===== src/rtl/ac97_pkg.sv =====
// Shared AC97 frame geometry used by the uplink deframer (and the downlink framer).
package ac97_pkg;

  localparam int AC97_TAG_BITS   = 16;
  localparam int AC97_SLOT_BITS  = 20;
  localparam int AC97_FRAME_BITS = 256;

  // Frame bit index at which each payload slot starts (MSB first on the wire).
  localparam logic [7:0] AC97_ADDR_START   = 8'd16;
  localparam logic [7:0] AC97_DATA_START   = 8'd36;
  localparam logic [7:0] AC97_LEFT_START   = 8'd56;
  localparam logic [7:0] AC97_RIGHT_START  = 8'd76;
  localparam logic [7:0] AC97_LAST_PAYLOAD = 8'd95;

  // Tag bit positions, counted as frame bit indices (0 = first bit after SYNC).
  localparam int AC97_TAG_FRAME_VALID = 0;
  localparam int AC97_TAG_ADDR_VALID  = 1;
  localparam int AC97_TAG_DATA_VALID  = 2;
  localparam int AC97_TAG_LEFT_VALID  = 3;
  localparam int AC97_TAG_RIGHT_VALID = 4;

  // Receive FSM: HUNT waits for a SYNC rising edge, RECEIVE tracks the frame.
  typedef enum logic {
    ST_HUNT    = 1'b0,
    ST_RECEIVE = 1'b1
  } ac97_state_t;

  // True when frame bit index idx falls inside [start, start+width).
  function automatic logic in_slot(input logic [7:0] idx, input logic [7:0] start,
                                   input int width);
    logic [8:0] stop;
    stop = {1'b0, start} + 9'(width);
    return (idx >= start) && ({1'b0, idx} < stop);
  endfunction

endpackage


===== src/rtl/ac97_deframer_shift.sv =====
// MSB-first serial-in/parallel-out shift register with load enable.
module ac97_deframer_shift #(
  parameter int WIDTH = 20
) (
  input  logic             i_clk,
  input  logic             i_rst,
  input  logic             i_load,
  input  logic             i_bit,
  output logic [WIDTH-1:0] o_word
);

  logic [WIDTH-1:0] r_word;

  // Shift the new bit in at the LSB so the first received bit ends up at the MSB.
  always_ff @(posedge i_clk) begin
    if (i_rst)       r_word <= '0;
    else if (i_load) r_word <= {r_word[WIDTH-2:0], i_bit};
  end

  assign o_word = r_word;

endmodule


===== src/rtl/ac97_deframer.sv =====
// AC97 uplink deframer: parses tag slot 0 and slots 1-4 from SDATA_IN into words.
// Input handshake: a bit is consumed on every cycle where up_stb & en is high;
// there is no back-pressure. Output: slot words/valids update together and
// next_frame pulses for exactly one cycle on the cycle after the bit-95 sample.
module ac97_deframer
  import ac97_pkg::*;
(
  input  logic        sys_clk,
  input  logic        sys_rst,
  input  logic        up_stb,
  input  logic        up_sync,
  input  logic        up_data,
  input  logic        en,
  output logic        next_frame,
  output logic        sync_error,
  output logic        frame_valid,
  output logic        addr_valid,
  output logic [19:0] addr,
  output logic        data_valid,
  output logic [19:0] data,
  output logic        pcmleft_valid,
  output logic [19:0] pcmleft,
  output logic        pcmright_valid,
  output logic [19:0] pcmright,
  output logic        dbg_state
);

  ac97_state_t r_state, w_state_next;
  logic [7:0]  r_cnt, w_idx;
  logic        r_prev_sync;
  logic        w_sample, w_edge, w_store, w_err, w_commit;
  logic [15:0] w_tag;
  logic [19:0] w_addr, w_data, w_left, w_right;

  logic        r_next_frame, r_sync_error;
  logic [4:0]  r_valids;
  logic [19:0] r_addr, r_data, r_left, r_right;

  assign w_sample = up_stb & en;
  assign w_edge   = w_sample & up_sync & ~r_prev_sync;

  // Next state plus per-sample control: which frame index this bit is, whether it is stored.
  always_comb begin
    w_state_next = r_state;
    w_store      = 1'b0;
    w_err        = 1'b0;
    w_idx        = w_edge ? 8'd0 : r_cnt;
    case (r_state)
      ST_HUNT: begin
        if (w_edge) begin
          w_store      = 1'b1;
          w_state_next = ST_RECEIVE;
        end
      end
      ST_RECEIVE: begin
        if (w_edge) begin
          // A sync edge anywhere but the wrap point restarts the frame early.
          w_store = 1'b1;
          w_err   = (r_cnt != 8'd0);
        end else if (w_sample) begin
          if (r_cnt == 8'd0) begin
            // Frame boundary reached without SYNC: lose lock, do not capture.
            w_err        = 1'b1;
            w_state_next = ST_HUNT;
          end else begin
            w_store = 1'b1;
          end
        end
      end
      default: w_state_next = ST_HUNT;
    endcase
    if (!en) w_state_next = ST_HUNT;
  end

  assign w_commit = w_store & (w_idx == AC97_LAST_PAYLOAD);

  // FSM state register.
  always_ff @(posedge sys_clk) begin
    if (sys_rst) r_state <= ST_HUNT;
    else         r_state <= w_state_next;
  end

  // Bit counter: the stored bit's index plus one, wrapping 255 -> 0.
  always_ff @(posedge sys_clk) begin
    if (sys_rst)      r_cnt <= 8'd0;
    else if (w_store) r_cnt <= w_idx + 8'd1;
  end

  // Previous SYNC level seen on a sample; cleared while disabled so relock needs a fresh edge.
  always_ff @(posedge sys_clk) begin
    if (sys_rst || !en) r_prev_sync <= 1'b0;
    else if (w_sample)  r_prev_sync <= up_sync;
  end

  ac97_deframer_shift #(.WIDTH(AC97_TAG_BITS)) u_tag (
    .i_clk(sys_clk), .i_rst(sys_rst), .i_bit(up_data), .o_word(w_tag),
    .i_load(w_store & (w_idx < 8'(AC97_TAG_BITS))));
  ac97_deframer_shift #(.WIDTH(AC97_SLOT_BITS)) u_addr (
    .i_clk(sys_clk), .i_rst(sys_rst), .i_bit(up_data), .o_word(w_addr),
    .i_load(w_store & in_slot(w_idx, AC97_ADDR_START, AC97_SLOT_BITS)));
  ac97_deframer_shift #(.WIDTH(AC97_SLOT_BITS)) u_data (
    .i_clk(sys_clk), .i_rst(sys_rst), .i_bit(up_data), .o_word(w_data),
    .i_load(w_store & in_slot(w_idx, AC97_DATA_START, AC97_SLOT_BITS)));
  ac97_deframer_shift #(.WIDTH(AC97_SLOT_BITS)) u_left (
    .i_clk(sys_clk), .i_rst(sys_rst), .i_bit(up_data), .o_word(w_left),
    .i_load(w_store & in_slot(w_idx, AC97_LEFT_START, AC97_SLOT_BITS)));
  ac97_deframer_shift #(.WIDTH(AC97_SLOT_BITS)) u_right (
    .i_clk(sys_clk), .i_rst(sys_rst), .i_bit(up_data), .o_word(w_right),
    .i_load(w_store & in_slot(w_idx, AC97_RIGHT_START, AC97_SLOT_BITS)));

  // One-cycle status pulses.
  always_ff @(posedge sys_clk) begin
    if (sys_rst) begin
      r_next_frame <= 1'b0;
      r_sync_error <= 1'b0;
    end else begin
      r_next_frame <= w_commit;
      r_sync_error <= w_err;
    end
  end

  // Commit: bit 95 is still on up_data, so pcmright takes it directly alongside the shifted bits.
  always_ff @(posedge sys_clk) begin
    if (sys_rst) begin
      r_valids <= '0;
      r_addr   <= '0;
      r_data   <= '0;
      r_left   <= '0;
      r_right  <= '0;
    end else if (w_commit) begin
      r_valids[0] <= w_tag[AC97_TAG_BITS-1-AC97_TAG_FRAME_VALID];
      r_valids[1] <= w_tag[AC97_TAG_BITS-1-AC97_TAG_ADDR_VALID]  & w_tag[AC97_TAG_BITS-1-AC97_TAG_FRAME_VALID];
      r_valids[2] <= w_tag[AC97_TAG_BITS-1-AC97_TAG_DATA_VALID]  & w_tag[AC97_TAG_BITS-1-AC97_TAG_FRAME_VALID];
      r_valids[3] <= w_tag[AC97_TAG_BITS-1-AC97_TAG_LEFT_VALID]  & w_tag[AC97_TAG_BITS-1-AC97_TAG_FRAME_VALID];
      r_valids[4] <= w_tag[AC97_TAG_BITS-1-AC97_TAG_RIGHT_VALID] & w_tag[AC97_TAG_BITS-1-AC97_TAG_FRAME_VALID];
      r_addr      <= w_addr;
      r_data      <= w_data;
      r_left      <= w_left;
      r_right     <= {w_right[AC97_SLOT_BITS-2:0], up_data};
    end
  end

  assign next_frame     = r_next_frame;
  assign sync_error     = r_sync_error;
  assign frame_valid    = r_valids[0];
  assign addr_valid     = r_valids[1];
  assign data_valid     = r_valids[2];
  assign pcmleft_valid  = r_valids[3];
  assign pcmright_valid = r_valids[4];
  assign addr           = r_addr;
  assign data           = r_data;
  assign pcmleft        = r_left;
  assign pcmright       = r_right;
  assign dbg_state      = r_state;

endmodule


===== config.mk =====
export PLATFORM = sky130hd
export DESIGN_NAME = ac97_deframer
export DESIGN_NICKNAME = d
export VERILOG_FILES = /design/src/rtl/ac97_pkg.sv /design/src/rtl/ac97_deframer_shift.sv /design/src/rtl/ac97_deframer.sv
export SDC_FILE = /design/constraint.sdc
export NUM_CORES = 1
export LEC_CHECK = 0
export CAP_MARGIN = 20
export CORE_MARGIN = 4
export CORE_UTILIZATION = 40
export DETAILED_ROUTE_END_ITERATION = 12
export HOLD_SLACK_MARGIN = 0.05
export PLACE_DENSITY = 0.73
export SETUP_SLACK_MARGIN = 0.05
export SYNTH_ARGS = -nofsm -noshare
export SYNTH_HDL_FRONTEND = slang
export SYNTH_SLANG_ARGS = --single-unit

===== constraint.sdc =====
create_clock -name sys_clk -period 3.2 [get_ports sys_clk]
set_input_delay 0.32 -clock sys_clk [delete_from_list [all_inputs] [get_ports sys_clk]]
set_output_delay 0.32 -clock sys_clk [all_outputs]
set_load 0.01 [all_outputs]

==> out/qor.csv <==
metric;value;unit
Port Buffers;93;
net switching power;1030;uW
vias in the first global route;5260;
Post-Synth Adder-Cell Area;0.344;%
mux share of post-synthesis cell area;11.3;%
ranking of synthesized cells by area;dfxtp_1, mux2i_1, nand2_1;
Post-DP HPWL;9.51;mm
routed vias/inst;4.89;
Worst-path clk slew;70;ps
Seq/Total Area, Yosys;52.9;%
Post-Synth XOR/XNOR Area;0.603;%
Synth Area in Simple Gates;21.9;%
Fin. Hold Viols;0;
CP Class;in -> reg;
Comb pwr share;2.1;%
Post-Syn Instances;791;
hold slack;377;ps
count of cell types in the netlist;43;
clock sink total;192;
async set-reset flop share out of synthesis;0;%
initial antenna violation count;0;
RSZ-0062 raised after global routing;no;
setup TNS;0;ps
clock latency at the later pin of the worst-skew pair;420;ps
CTS tree;done;
pin count of the biggest net entering global routing;78;
CTS Buffer Depth;2;
top post-synthesis cells by count;nand2_1, dfxtp_1, a21oi_1;
Worst IR Drop VDD;356;uV
DIE WIDTH;143;um
crit path max fanout;49;
iteration-0 DRC count of the detailed router;310;
global-route wire length before repair;24.8;mm
Root Driver;clkbuf_16;
fraction of layout cells with a size suffix above 1;6.20;%
total number of vias;5377;
Leak;0.00285;uW
Nets;866;
CTS Buf Count;17;
number of synthesized flops with an enable pin;0;
syn_area_per_cell;9.18;um2
min Tclk post-route;2500;ps
Synth Flop Type;dfxtp_1;
CP required;3490;ps
Fin Clk Skew;8.88;ps
Final setup viols;0;
gr ovfl total;0;
FF+latch count, synth;192;
max cap viols;0;
Core Util, Final;49.7;%
# rows;49;
Startpoint Class;input pin;
full die area;20400;um2
Slew Limit Fails;0;
PwrDens;506;nW/um2
H-tree level count;4;
Remaining DRCs;0;
period utilization;78.0;%
I/O Pins;94;
crit end category;register;
fillcell total;1692;
Synth Net Count;799;
sequential share of power;53.2;%
status;finished, final reports clean;
post-cts sizing count;0;
P_int;3470;uW
top-count cell post-synth;nand2_1;
Post-Place Setup Slack;258;ps
combinational family with the most area after synthesis;simple AND/OR/NAND/NOR gates;
YS warnings;0;
DRT Pass-1 Iters;4;
Rel. slew slack;55.0;%
switch share;22.8;%
achievable clock frequency;0.401;GHz
P&R area growth vs syn;22.4;%
type of the most critical hold path;in -> reg;
Compound-Gate Fraction of Synth Area;8.49;%
Yosys top cell area share;52.9;%
post-CTS setup buffer count;0;
ANT cells;0;
Die Y;143;um
Initial Utilization;40.6;%
Slew @ Worst Pin;675;ps
Detail Route Antenna Nets;0;
Final Wtd Congestion;0.840;
Total GRT Usage;14.8;%
WL final;14.7;mm
arrival time worst endpoint;2780;ps
CTS Hold Bufs;0;
WL/cell;13.4;um
clock share of power;44.8;%
Synth Cell Area;7260;um2
CORE AREA;17900;um2
fin worst setup slack;703;ps
Yosys top cell by area;dfxtp_1;
[power groups by stage]
stage | registers (uW) | logic, uW | clock network [uW]
after global routing | 2390 | 102 | 2170
after floorplan | 2450 | 66.3 | 0
after CTS | 2390 | 94.3 | 2070
final | 2390 | 92.7 | 2010
after global placement | 2450 | 93.8 | 0
after detailed placement | 2450 | 94.2 | 0
[cell families after synthesis]
group,after synthesis
AO/OA/AOI/OAI,116
XOR/XNOR,5
adder cells (fa/ha/maj),2
buffers and inverters,61
flip-flops,192
multiplexers,82
AND/OR/NAND/NOR,333
[layout by cell type, fill, tap and decap left out, types with 3 or more instances in the layout]
master / instances
a21oi_1: 105
and2_1: 3
buf_12: 3
buf_4: 11
clkbuf_16: 17
clkdlybuf4s50_1: 92
dfxtp_1: 192
inv_1: 3
inv_6: 5
mux2i_1: 82
nand2_1: 201
nand2b_1: 85
nand3_1: 8
nand4_1: 3
nor2_1: 7
nor3_1: 4
nor4_1: 3
or4_1: 4
xnor2_1: 4
[stage by stage]
stage / total power (uW) / cells / cell area (um2)
floorplan: 2510 / 791 / 7260
CTS: 4560 / 1100 / 8890
global route: 4660 / 1100 / 8890
detailed placement: 2540 / 1068 / 8330
finish: 4500 / 1100 / 8890
global placement: 2540 / 1068 / 8330
[state kept, by name, summed over array words and instances (netlist names), 5 cells and up]
| register | flops |
|---|---|
| u_data.o_word | 20 |
| pcmright | 20 |
| u_left.o_word | 20 |
| pcmleft | 20 |
| u_addr.o_word | 20 |
| r_cnt | 8 |
| u_tag.o_word | 16 |
| r_valids | 5 |
| addr | 20 |
| data | 20 |
| u_right.o_word | 19 |
[worst paths after layout]
check | start | end | slack (ps) | depth (start not counted)
max reg2reg | r_prev_sync$_SDFFE_PP0N_ | pcmright[15]$_SDFFE_PP0P_ | 820 | 8
min | sys_rst | u_tag.o_word[7]$_SDFFE_PP0P_ | 380 | 2
min reg2reg | pcmright[2]$_SDFFE_PP0P_ | pcmright[2]$_SDFFE_PP0P_ | 450 | 2
max | up_stb | pcmright[15]$_SDFFE_PP0P_ | 700 | 9
[final cells by class]
cell class | count | area [um2] | share of cell area [%]
clock buffer | 18 | 439 | 4.94
sequential | 192 | 3840 | 43.2
multi-input combinational | 538 | 3120 | 35.1
timing repair buffer | 106 | 1060 | 12.0
tap | 229 | 287 | 3.22
inverter | 3 | 11.3 | 0.127
clock inverter | 14 | 125 | 1.41
[per-layer routing]
layer / wire length [um] / up-vias / global-route usage (%)
li1: - / 2748 / -
met4: 195 / 0 / 4.50
met3: 727 / 14 / 4.45
met2: 6870 / 97 / 24.6
met1: 6910 / 2518 / 18.6
met5: 0 / - / 0
[critical path: stages]
cell,delay (ps)
clkdlybuf4s50_1,540
nand4b_1,230
and2_1,180
ha_1,210
nand4_1,210
or4_4,570
buf_4,310
nand2_1,140
a21oi_1,70
Power figures use the tool's default switching activity.
